## src/rtl/qpsk_frame_scheduler_if.sv

```systemverilog
// rtl/qpsk_frame_scheduler_if.sv - byte-in / dibit-out handshake bundle for the QPSK frame scheduler
interface qpsk_frame_scheduler_if;
    logic [7:0] s_data;
    logic       s_valid;
    logic       s_last;
    logic       s_ready;
    logic [1:0] m_dibit;
    logic       m_valid;
    logic       m_last;
    logic       m_ready;

    // master is the scheduler; slave is the byte source together with the mapper
    modport master (
        input  s_data, s_valid, s_last, m_ready,
        output s_ready, m_dibit, m_valid, m_last
    );
    modport slave (
        output s_data, s_valid, s_last, m_ready,
        input  s_ready, m_dibit, m_valid, m_last
    );
endinterface

```

## src/rtl/qpsk_frame_scheduler.sv

```systemverilog
// rtl/qpsk_frame_scheduler.sv - frames payload bytes into preamble + dibit stream for the QPSK mapper
module qpsk_frame_scheduler #(
    parameter int          PRE_LEN    = 16,
    parameter logic [31:0] PRE_WORD   = 32'hCCCC3333,
    parameter int          GAP_CYCLES = 4
) (
    input  logic                   clk,
    input  logic                   rst_n,
    qpsk_frame_scheduler_if.master bus,
    output logic                   busy,
    output logic [15:0]            frame_count
);
    typedef enum logic [1:0] {IDLE, PREAMBLE, PAYLOAD, GAP} state_t;

    localparam logic [4:0] PRE_LAST = 5'(PRE_LEN - 1);
    localparam logic [7:0] GAP_INIT = 8'(GAP_CYCLES - 2);

    state_t     state;
    logic [4:0] pre_idx;
    logic [7:0] gap_cnt;
    logic [7:0] buf_data;
    logic       buf_last;
    logic       buf_full;
    logic [1:0] buf_idx;
    logic [1:0] m_dibit;
    logic       m_valid;
    logic       m_last;
    logic       xfer;
    logic       s_ready;
    logic       accept;

    function automatic logic [1:0] pre_dibit(input logic [4:0] k);
        logic [31:0] w;
        w = PRE_WORD << {k, 1'b0};
        return w[31:30];
    endfunction

    function automatic logic [1:0] byte_dibit(input logic [7:0] d, input logic [1:0] i);
        case (i)
            2'd0:    return d[7:6];
            2'd1:    return d[5:4];
            2'd2:    return d[3:2];
            default: return d[1:0];
        endcase
    endfunction

    assign xfer    = m_valid & bus.m_ready;
    // Next byte may land on the same edge the current byte's final dibit leaves.
    assign s_ready = (state == PAYLOAD) &
                     (!buf_full | ((buf_idx == 2'd3) & xfer & !buf_last));
    assign accept  = s_ready & bus.s_valid;

    assign bus.s_ready = s_ready;
    assign bus.m_dibit = m_dibit;
    assign bus.m_valid = m_valid;
    assign bus.m_last  = m_last;

    always_ff @(posedge clk or negedge rst_n) begin
        if (!rst_n) begin
            state       <= IDLE;
            pre_idx     <= '0;
            gap_cnt     <= '0;
            buf_data    <= '0;
            buf_last    <= 1'b0;
            buf_full    <= 1'b0;
            buf_idx     <= '0;
            m_dibit     <= '0;
            m_valid     <= 1'b0;
            m_last      <= 1'b0;
            busy        <= 1'b0;
            frame_count <= '0;
        end else begin
            case (state)
                IDLE: begin
                    m_last <= 1'b0;
                    if (bus.s_valid) begin
                        busy <= 1'b1;
                        if (PRE_LEN > 0) begin
                            state   <= PREAMBLE;
                            pre_idx <= '0;
                            m_dibit <= pre_dibit(5'd0);
                            m_valid <= 1'b1;
                        end else begin
                            state <= PAYLOAD;
                        end
                    end
                end

                PREAMBLE: begin
                    if (xfer) begin
                        if (pre_idx == PRE_LAST) begin
                            state   <= PAYLOAD;
                            m_valid <= 1'b0;
                        end else begin
                            pre_idx <= pre_idx + 5'd1;
                            m_dibit <= pre_dibit(pre_idx + 5'd1);
                        end
                    end
                end

                PAYLOAD: begin
                    if (accept) begin
                        buf_data <= bus.s_data;
                        buf_last <= bus.s_last;
                        buf_full <= 1'b1;
                        buf_idx  <= 2'd0;
                        m_dibit  <= bus.s_data[7:6];
                        m_valid  <= 1'b1;
                        m_last   <= 1'b0;
                    end else if (xfer) begin
                        if (buf_idx == 2'd3) begin
                            buf_full <= 1'b0;
                            m_valid  <= 1'b0;
                            m_last   <= 1'b0;
                            if (buf_last) begin
                                frame_count <= frame_count + 16'd1;
                                // The IDLE cycle that precedes the next preamble is the final gap cycle.
                                if (GAP_CYCLES >= 2) begin
                                    state   <= GAP;
                                    gap_cnt <= GAP_INIT;
                                end else begin
                                    state <= IDLE;
                                    busy  <= 1'b0;
                                end
                            end
                        end else begin
                            buf_idx <= buf_idx + 2'd1;
                            m_dibit <= byte_dibit(buf_data, buf_idx + 2'd1);
                            m_last  <= buf_last & (buf_idx == 2'd2);
                        end
                    end
                end

                GAP: begin
                    if (gap_cnt == 8'd0) begin
                        state <= IDLE;
                        busy  <= 1'b0;
                    end else begin
                        gap_cnt <= gap_cnt - 8'd1;
                    end
                end

                default: state <= IDLE;
            endcase
        end
    end
endmodule

```

## src/flat_wrapper.sv

```systemverilog
// flat-port wrapper written by rule: the top's interface ports become plain ports
module qpsk_frame_scheduler_flat 
#(
    parameter int          PRE_LEN    = 16,
    parameter logic [31:0] PRE_WORD   = 32'hCCCC3333,
    parameter int          GAP_CYCLES = 4
)
  (clk, rst_n, busy, frame_count, bus_s_data, bus_s_valid, bus_s_last, bus_m_ready, bus_s_ready, bus_m_dibit, bus_m_valid, bus_m_last);
  qpsk_frame_scheduler_if bus_i ();
  input  logic clk;
  input  logic rst_n;
  output logic busy;
  output logic [15:0] frame_count;
  input wire logic [$bits(bus_i.s_data)-1:0] bus_s_data;
  input wire logic [$bits(bus_i.s_valid)-1:0] bus_s_valid;
  input wire logic [$bits(bus_i.s_last)-1:0] bus_s_last;
  input wire logic [$bits(bus_i.m_ready)-1:0] bus_m_ready;
  output wire logic [$bits(bus_i.s_ready)-1:0] bus_s_ready;
  output wire logic [$bits(bus_i.m_dibit)-1:0] bus_m_dibit;
  output wire logic [$bits(bus_i.m_valid)-1:0] bus_m_valid;
  output wire logic [$bits(bus_i.m_last)-1:0] bus_m_last;
  assign bus_i.s_data = bus_s_data;
  assign bus_i.s_valid = bus_s_valid;
  assign bus_i.s_last = bus_s_last;
  assign bus_i.m_ready = bus_m_ready;
  assign bus_s_ready = bus_i.s_ready;
  assign bus_m_dibit = bus_i.m_dibit;
  assign bus_m_valid = bus_i.m_valid;
  assign bus_m_last = bus_i.m_last;
  qpsk_frame_scheduler #(.PRE_LEN(PRE_LEN), .PRE_WORD(PRE_WORD), .GAP_CYCLES(GAP_CYCLES)) u_core (.clk(clk), .rst_n(rst_n), .bus(bus_i), .busy(busy), .frame_count(frame_count));
endmodule
```

## config.mk

```make
export PLATFORM = sky130hd
export DESIGN_NAME = qpsk_frame_scheduler_flat
export DESIGN_NICKNAME = d
export VERILOG_FILES = /design/src/rtl/qpsk_frame_scheduler_if.sv /design/src/rtl/qpsk_frame_scheduler.sv /design/src/flat_wrapper.sv
export SDC_FILE = /design/constraint.sdc
export NUM_CORES = 1
export LEC_CHECK = 0
export CAP_MARGIN = 15
export CORE_UTILIZATION = 60
export CTS_CLUSTER_DIAMETER = 150
export DETAILED_ROUTE_END_ITERATION = 8
export GPL_ROUTABILITY_DRIVEN = 1
export GPL_TIMING_DRIVEN = 0
export PLACE_DENSITY = 0.87
export RECOVER_POWER = 25
export SLEW_MARGIN = 5
export SYNTH_ARGS = -nofsm -noshare
export SYNTH_HDL_FRONTEND = slang
export SYNTH_SLANG_ARGS = --single-unit
```

## constraint.sdc

```tcl
create_clock -name clk -period 2.85 [get_ports clk]
set_input_delay 0.4275 -clock clk [delete_from_list [all_inputs] [get_ports clk]]
set_output_delay 0.4275 -clock clk [all_outputs]
set_load 0.005 [all_outputs]
```

# Yosys cells after proc, flatten, opt, wreduce, memory -nomap -nowiden
# Cells that the tools add are included.
# W data, S select, Z words.
[totals]
word_cells = 113
out_inout_bits = 22
reg_bits = 48
[op_classes]
eq_ne = 22
mux = 43
bitwise_logic = 8
n_shift = 1
reduce_logical = 23
addsub = 4
[op_table]
columns = ["operator", "count"]
rows = [
  ["$mux W8", 5],
  ["$mux W2", 17],
  ["$shl A32 B6 Y32 const A", 1],
  ["$reduce_and A6 Y1", 3],
  ["$add A16 B1 Y16 const B", 1],
  ["$pmux W8 S2", 1],
  ["$mux W5", 3],
  ["$ne A2 B1 Y1 const B", 6],
  ["$pmux W2 S3", 2],
  ["$reduce_bool A2 Y1", 6],
  ["$eq A2 B2 Y1 const B", 5],
  ["$mux W1", 10],
  ["$ne A2 B2 Y1 const B", 5],
  ["$pmux W5 S2", 1],
  ["$reduce_and A3 Y1", 3],
  ["$logic_not A8 Y1", 1],
  ["$pmux W2 S4", 1],
  ["$reduce_and A8 Y1", 1],
  ["$sub A8 B1 Y8 const B", 1],
  ["$and A1 B1 Y1", 6],
  ["$ne A3 B2 Y1 const B", 2],
  ["$add A5 B1 Y5 const B", 1],
  ["$eq A5 B4 Y1 const B", 1],
  ["$reduce_and A5 Y1", 1],
  ["other kinds (12)", 17],
]

# Longest topological paths before layout
# Gate-level depths: netlist of run 1.
[depth]
word_depth = 8
ltp_mapped = 8

# Worst setup path after synthesis of run 1
# Ideal clock, no wire load.
[synth_timing]
path_kind = "flip-flop to flip-flop"
from = "reg u_core.pre_idx[0]"
to = "reg u_core.m_dibit[0] (netlist: u_core.bus.m_dibit[0])"
path_stages_with_launch = 8
n_path_buf = 0
period_less_slack_ps = 1933
setup_slack_ps = 917
setup_time_ps = 139
required_ps = 2711
t_arrival_ps = 1794
cell_sequence = "dfrtp_1 > ha_1 > and3_1 > ha_1 > nand3b_1 > a211o_1 > a221oi_1 > a22oi_1"
[synth_via]
elab_chain_len = 5
word_cells_on_any_way = 8
[synth_rtl]
columns = ["item", "line_no", "source"]
rows = [
  ["start, declared", "qpsk_frame_scheduler.sv:19", "logic [4:0] pre_idx;"],
  ["start signal, assigned", "qpsk_frame_scheduler.sv:95", "pre_idx <= pre_idx + 5'd1;"],
  ["$add A5 B1 Y5", "qpsk_frame_scheduler.sv:96", "m_dibit <= pre_dibit(pre_idx + 5'd1);"],
  ["$shl A32 B6 Y32", "qpsk_frame_scheduler.sv:34", "w = PRE_WORD << {k, 1'b0};"],
  ["$mux W2", "qpsk_frame_scheduler.sv:91", "if (pre_idx == PRE_LAST) begin"],
  ["$mux W2", "qpsk_frame_scheduler.sv:90", "if (xfer) begin"],
  ["$pmux W2 S3", "qpsk_frame_scheduler.sv:73", "case (state)"],
  ["end signal, assigned", "qpsk_frame_scheduler.sv:81", "m_dibit <= pre_dibit(5'd0);"],
  ["end signal, assigned", "qpsk_frame_scheduler.sv:96", ""],
  ["end signal, assigned", "qpsk_frame_scheduler.sv:107", "m_dibit <= bus.s_data[7:6];"],
  ["end, declared", "qpsk_frame_scheduler.sv:25", "logic [1:0] m_dibit;"],
]
# Parallel ways exist; a longest one is shown, timed or not. The select of a mux whose other input is x is not followed.
# A chain may end at the register's enable or synchronous reset.

# Worst setup path in the final report of run 1
[layout_timing]
from = "reg u_core.state[0]"
to = "out bus_s_ready"
[layout_via]
elab_chain_len = 2
[layout_rtl]
columns = ["item", "line_no", "source"]
rows = [
  ["start, declared", "qpsk_frame_scheduler.sv:18", "state_t state;"],
  ["start signal, assigned", "qpsk_frame_scheduler.sv:60", "state <= IDLE;"],
  ["start signal, assigned", "qpsk_frame_scheduler.sv:79", "state <= PREAMBLE;"],
  ["start signal, assigned", "qpsk_frame_scheduler.sv:84", "state <= PAYLOAD;"],
  ["$eq A2 B2 Y1", "qpsk_frame_scheduler.sv:49", "assign s_ready = (state == PAYLOAD) &"],
  ["$and A1 B1 Y1", "qpsk_frame_scheduler.sv:49", ""],
  ["end, declared", "flat_wrapper.sv:18", "output wire logic [$bits(bus_i.s_ready)-1:0] bus_s_ready;"],
]
# No other way between the ends.

==> results list, run 1 <==
* Worst slack, placed: 643.1 ps
- TritonCTS clock tree: done
* Wire length per cell: around 16 µm
- Detailed placement finished with a half-perimeter wire length of about 4300 µm.
- Number of endpoints with negative hold slack in the final report: 0
* Max-cap violation count: 1
- Register bit total from synthesis: 48
* Top Ports: 35
- Buffers and inverters on the worst path: 4
- Data arrival, critical path: roughly 2100 ps
- RePlAce Congestion: 0.8599
* Post-synth cell types: 55
- Sequential cells were found to cover 42.72% of the synthesized design area.
- Die Width: 70.45 µm
* Antenna diode instance count: 0
- Cell with the largest stage delay on the worst path: sky130_fd_sc_hd__clkdlybuf4s50_1
- After clock tree synthesis, the repair step resized 0 gates.
- Internal power comes to 1700 µW.
- Post-route setup TNS: 0 ps
* Number of antenna violations at the first check in global routing: 0
- In this run the power density over the cells is 852.2 nW/µm².
- Overall overflow remaining after global route: 0
* Placement row count: 24
* Share of total power in the clock network: around 17%
- Critical path fanouts, max: 10
* Core area: 4414 µm²
- In this run the number of cells on the critical path is 6.
- Top flip-flop cell by instance count after synthesis: sky130_fd_sc_hd__dfrtp_1
- Setup violations remaining at the end of the flow were counted as 0.
- Required time of the critical path: between 2000 and 2500 ps
* Endpoint class of the critical path: output port
- For this block, the initial DRC count from the detailed router was 178.
- Syn_nets: 303
- At the pin with the least slew margin, the transition time is 1498 ps.
* Total die area: 4963 µm²
* Pre-Repair DR Iteration Count: 4
* Gate Count Post-Synth: between 200 and 300
* Critical path type: reg2out
- For the worst flop-to-flop path, the logic depth is 7.
* Period minus WS final: 2571 ps
- Worst hold slack after final layout: 301.4 ps
* Post-CTS setup-driven buffer insertion count: 0
- Using the TritonRoute via totals, the vias-per-cell ratio works out to 6.146.
- Power share of the sequential group: a little over a third
- Relative to the synthesized area, the layout overhead comes to 17.80%.
- Most frequent cells in the layout: sky130_fd_sc_hd__dfrtp_1 (48), sky130_fd_sc_hd__clkdlybuf4s50_1 (32), sky130_fd_sc_hd__nand2_1 (20)
* Die H: 70.45 µm
- Headroom to the max-slew limit came out at less than 1%.
* Peak supply drop: ~650 µV
* Mean cell area of the mapped netlist: 10.19 µm²
* Longest individual stage delay on the worst path: approximately 530 ps
- Achievable clock frequency: 389.0 MHz
- Yosys synthesis warning count: 0
* Pin count of the biggest net entering global routing: 29
- Sinks on Clock Net: 48
- Detailed routing inserted a total of ~2.3k vias.
- The total count of max-transition violations in the final report is 0.
* Portion of total power attributed to combinational logic: between 40 and 50%
* Final Net Count: 344
* Post-layout worst setup margin: 279.2 ps
- On the final layout, the worst clock skew is 12.35 ps.
* Worst path cell trace: inv_1, ha_1, buf_2, inv_2, a21oi_1, clkdlybuf4s50_1
* H-Tree Depth: 2
* Number of port buffers: 33
* Static power due to leakage: 0.001472 µW
- Counting flops with a built-in enable in the synthesized netlist gives 0.
* Cell family with the largest share of critical-path delay: buffers and inverters
- Filler cells: 297
- Switching power as a share of total power: 39.78%
- The first global-routing pass estimated roughly 10000 µm of wire.
- STA classifies the critical path startpoint as a flip-flop.
* Tcrit/Tclk final: between 90% and 100%
- Initial core utilization: 63.69%
- Via count of the first global-routing pass: roughly 2.3k
* Cell area after synthesis: 2811 µm²
* Kind of path behind the tightest hold check: in2async
* Clock transition at the register clock pins on the worst setup and hold paths after CTS: 100 ps
- Buffers inserted to repair hold after CTS numbered 0.
- Commonest non-fill, non-tap cell in the layout: sky130_fd_sc_hd__dfrtp_1
* Wirelength, routed: 5847 µm
- Cell at the root of the clock tree: sky130_fd_sc_hd__clkbuf_8
- The final reports fail on capacitance limit.
- Result of the run: complete, but fails checks
- Maximum clock path buffer count: 2
- Worst-skew pair later-pin latency: around 310 ps
- After detailed routing, the number of remaining DRC violations is 0.
* Fraction of final layout cells with drive strength greater than 1: 10.06%
- Global Route Usage Sum: 25.84%
- Number of clock buffers inserted by TritonCTS: 5
- For this design the total switching power over the nets is 1123 µW.
- Remaining antenna violation count: 0
- RSZ-0062 raised after global routing: false
- Asr flop ratio synth: between 90% and 100%
-- sequential cells by signal, indices dropped and copies added (netlist names), 2 cells and up --
name                cells
u_core.pre_idx          5
u_core.gap_cnt          8
u_core.bus.m_dibit      2
u_core.state            2
u_core.buf_data         8
u_core.buf_idx          2
u_core.frame_count     16
-- cells in the mapped netlist, drive strengths merged, types with 2 or more instances --
cell type  instances  share of area (%)
nand3b             2               0.53
dfrtp             48                 43
xnor2              9                2.8
nand4              9                2.5
nor2              14                1.9
and3               5                1.1
nor3               7                1.2
ha                14                6.2
a21o               2               0.53
a31oi              3                1.2
nor4               5                1.9
or4                5                1.3
inv               19                2.5
a222oi             3                1.1
a211oi             3                1.2
nand2b             4               0.89
mux2i              8                2.8
a211o              2               0.62
nand3             15                2.7
mux2               8                3.2
a221oi             3               0.93
o31ai              5                1.3
nor2b              3               0.67
clkbuf             3               0.44
nor4b              2               0.85
xor2               7                2.2
a21oi             10                1.8
nand2             20                2.7
and4               2               0.62
or2                2               0.44
and3b              2               0.62
o21ai              8                1.4
buf                6                1.6
a22o               6                1.9
a22oi              2               0.53
-- routing by layer --
layer | up-vias | global-route usage [%] | wire [µm]
li1 | 1099 | - | -
met1 | 1100 | 33.97 | 2654
met2 | 63 | 41.27 | 2812
met3 | 12 | 5.051 | 274
met4 | 0 | 11.56 | 105
met5 | - | 0 | 0
-- power by group through the flow --
stage | clock network, µW | registers (µW) | logic [µW]
after floorplan | 0 | 1010 | 971
after global placement | 0 | 1030 | 1230
after detailed placement | 0 | 1040 | 1290
after CTS | 500 | 1030 | 1300
after global routing | 520 | 1060 | 1440
final | 491 | 1030 | 1300
-- path summary, 6_finish.rpt --
| kind | start | to | slack [ps] |
|---|---|---|---|
| worst max register to register | u_core.pre_idx[0] | u_core.bus.m_dibit[0] | 670 |
| worst min register to register | u_core.frame_count[15] | u_core.frame_count[15] | 480 |
| min in group clk | u_core.frame_count[15] | u_core.frame_count[15] | 480 |
| max in group asynchronous | rst_n | u_core.frame_count[6] | 600 |
| worst max-delay path | u_core.state[0] | bus_s_ready | 280 |
| worst min-delay path | rst_n | u_core.pre_idx[3] | 300 |
-- worst register-to-register path, delay by kind of cell (launching register included) --
family,cells,cell delay [ps]
compound gates,3,730
flops,1,450
simple gates,2,420
fa+ha+maj,2,460
-- logic make-up after synthesis --
kind of cell	Yosys count	synth area share, %
and+or+nand+nor	100	20.83
AOI/OAI and AO/OA	54	14.60
DFF	48	42.72
buffers and inverters	28	4.583
xor gates and xnor gates	16	4.985
muxes	16	6.053
adders and majority gates	14	6.231
-- per-stage QoR --
stage | power, µW | cells | utilization [%] | cell area (µm²)
floorplan | 1978 | 276 | - | 2811
global placement | 2263 | 361 | 72.65 | 3207
detailed placement | 2334 | 362 | 72.99 | 3222
CTS | 2830 | 370 | 75.43 | 3329
global route | 3016 | 370 | 75.03 | 3312
finish | 2822 | 370 | 75.03 | 3312
-- layout make-up --
class / count / area (µm²) / share of cell area [%]
clock inverters: 2 / 35.03 / 1.058
well taps: 52 / 65.06 / 1.964
inverters: 19 / 71.32 / 2.153
clock buffers: 6 / 72.57 / 2.191
repair buffers: 34 / 327.8 / 9.898
plain buffers: 9 / 57.56 / 1.738
flip-flops and latches: 48 / 1201 / 36.27
multi-input cells: 200 / 1481 / 44.73
(Power assumes the default switching activity.)
==> run 2: changes to the inputs <==
Settings changed: ABC_CLOCK_PERIOD_IN_PS set to 2850.
==> results of run 2 <==
Final layout, timing and power as in run 1 (identical DEF).
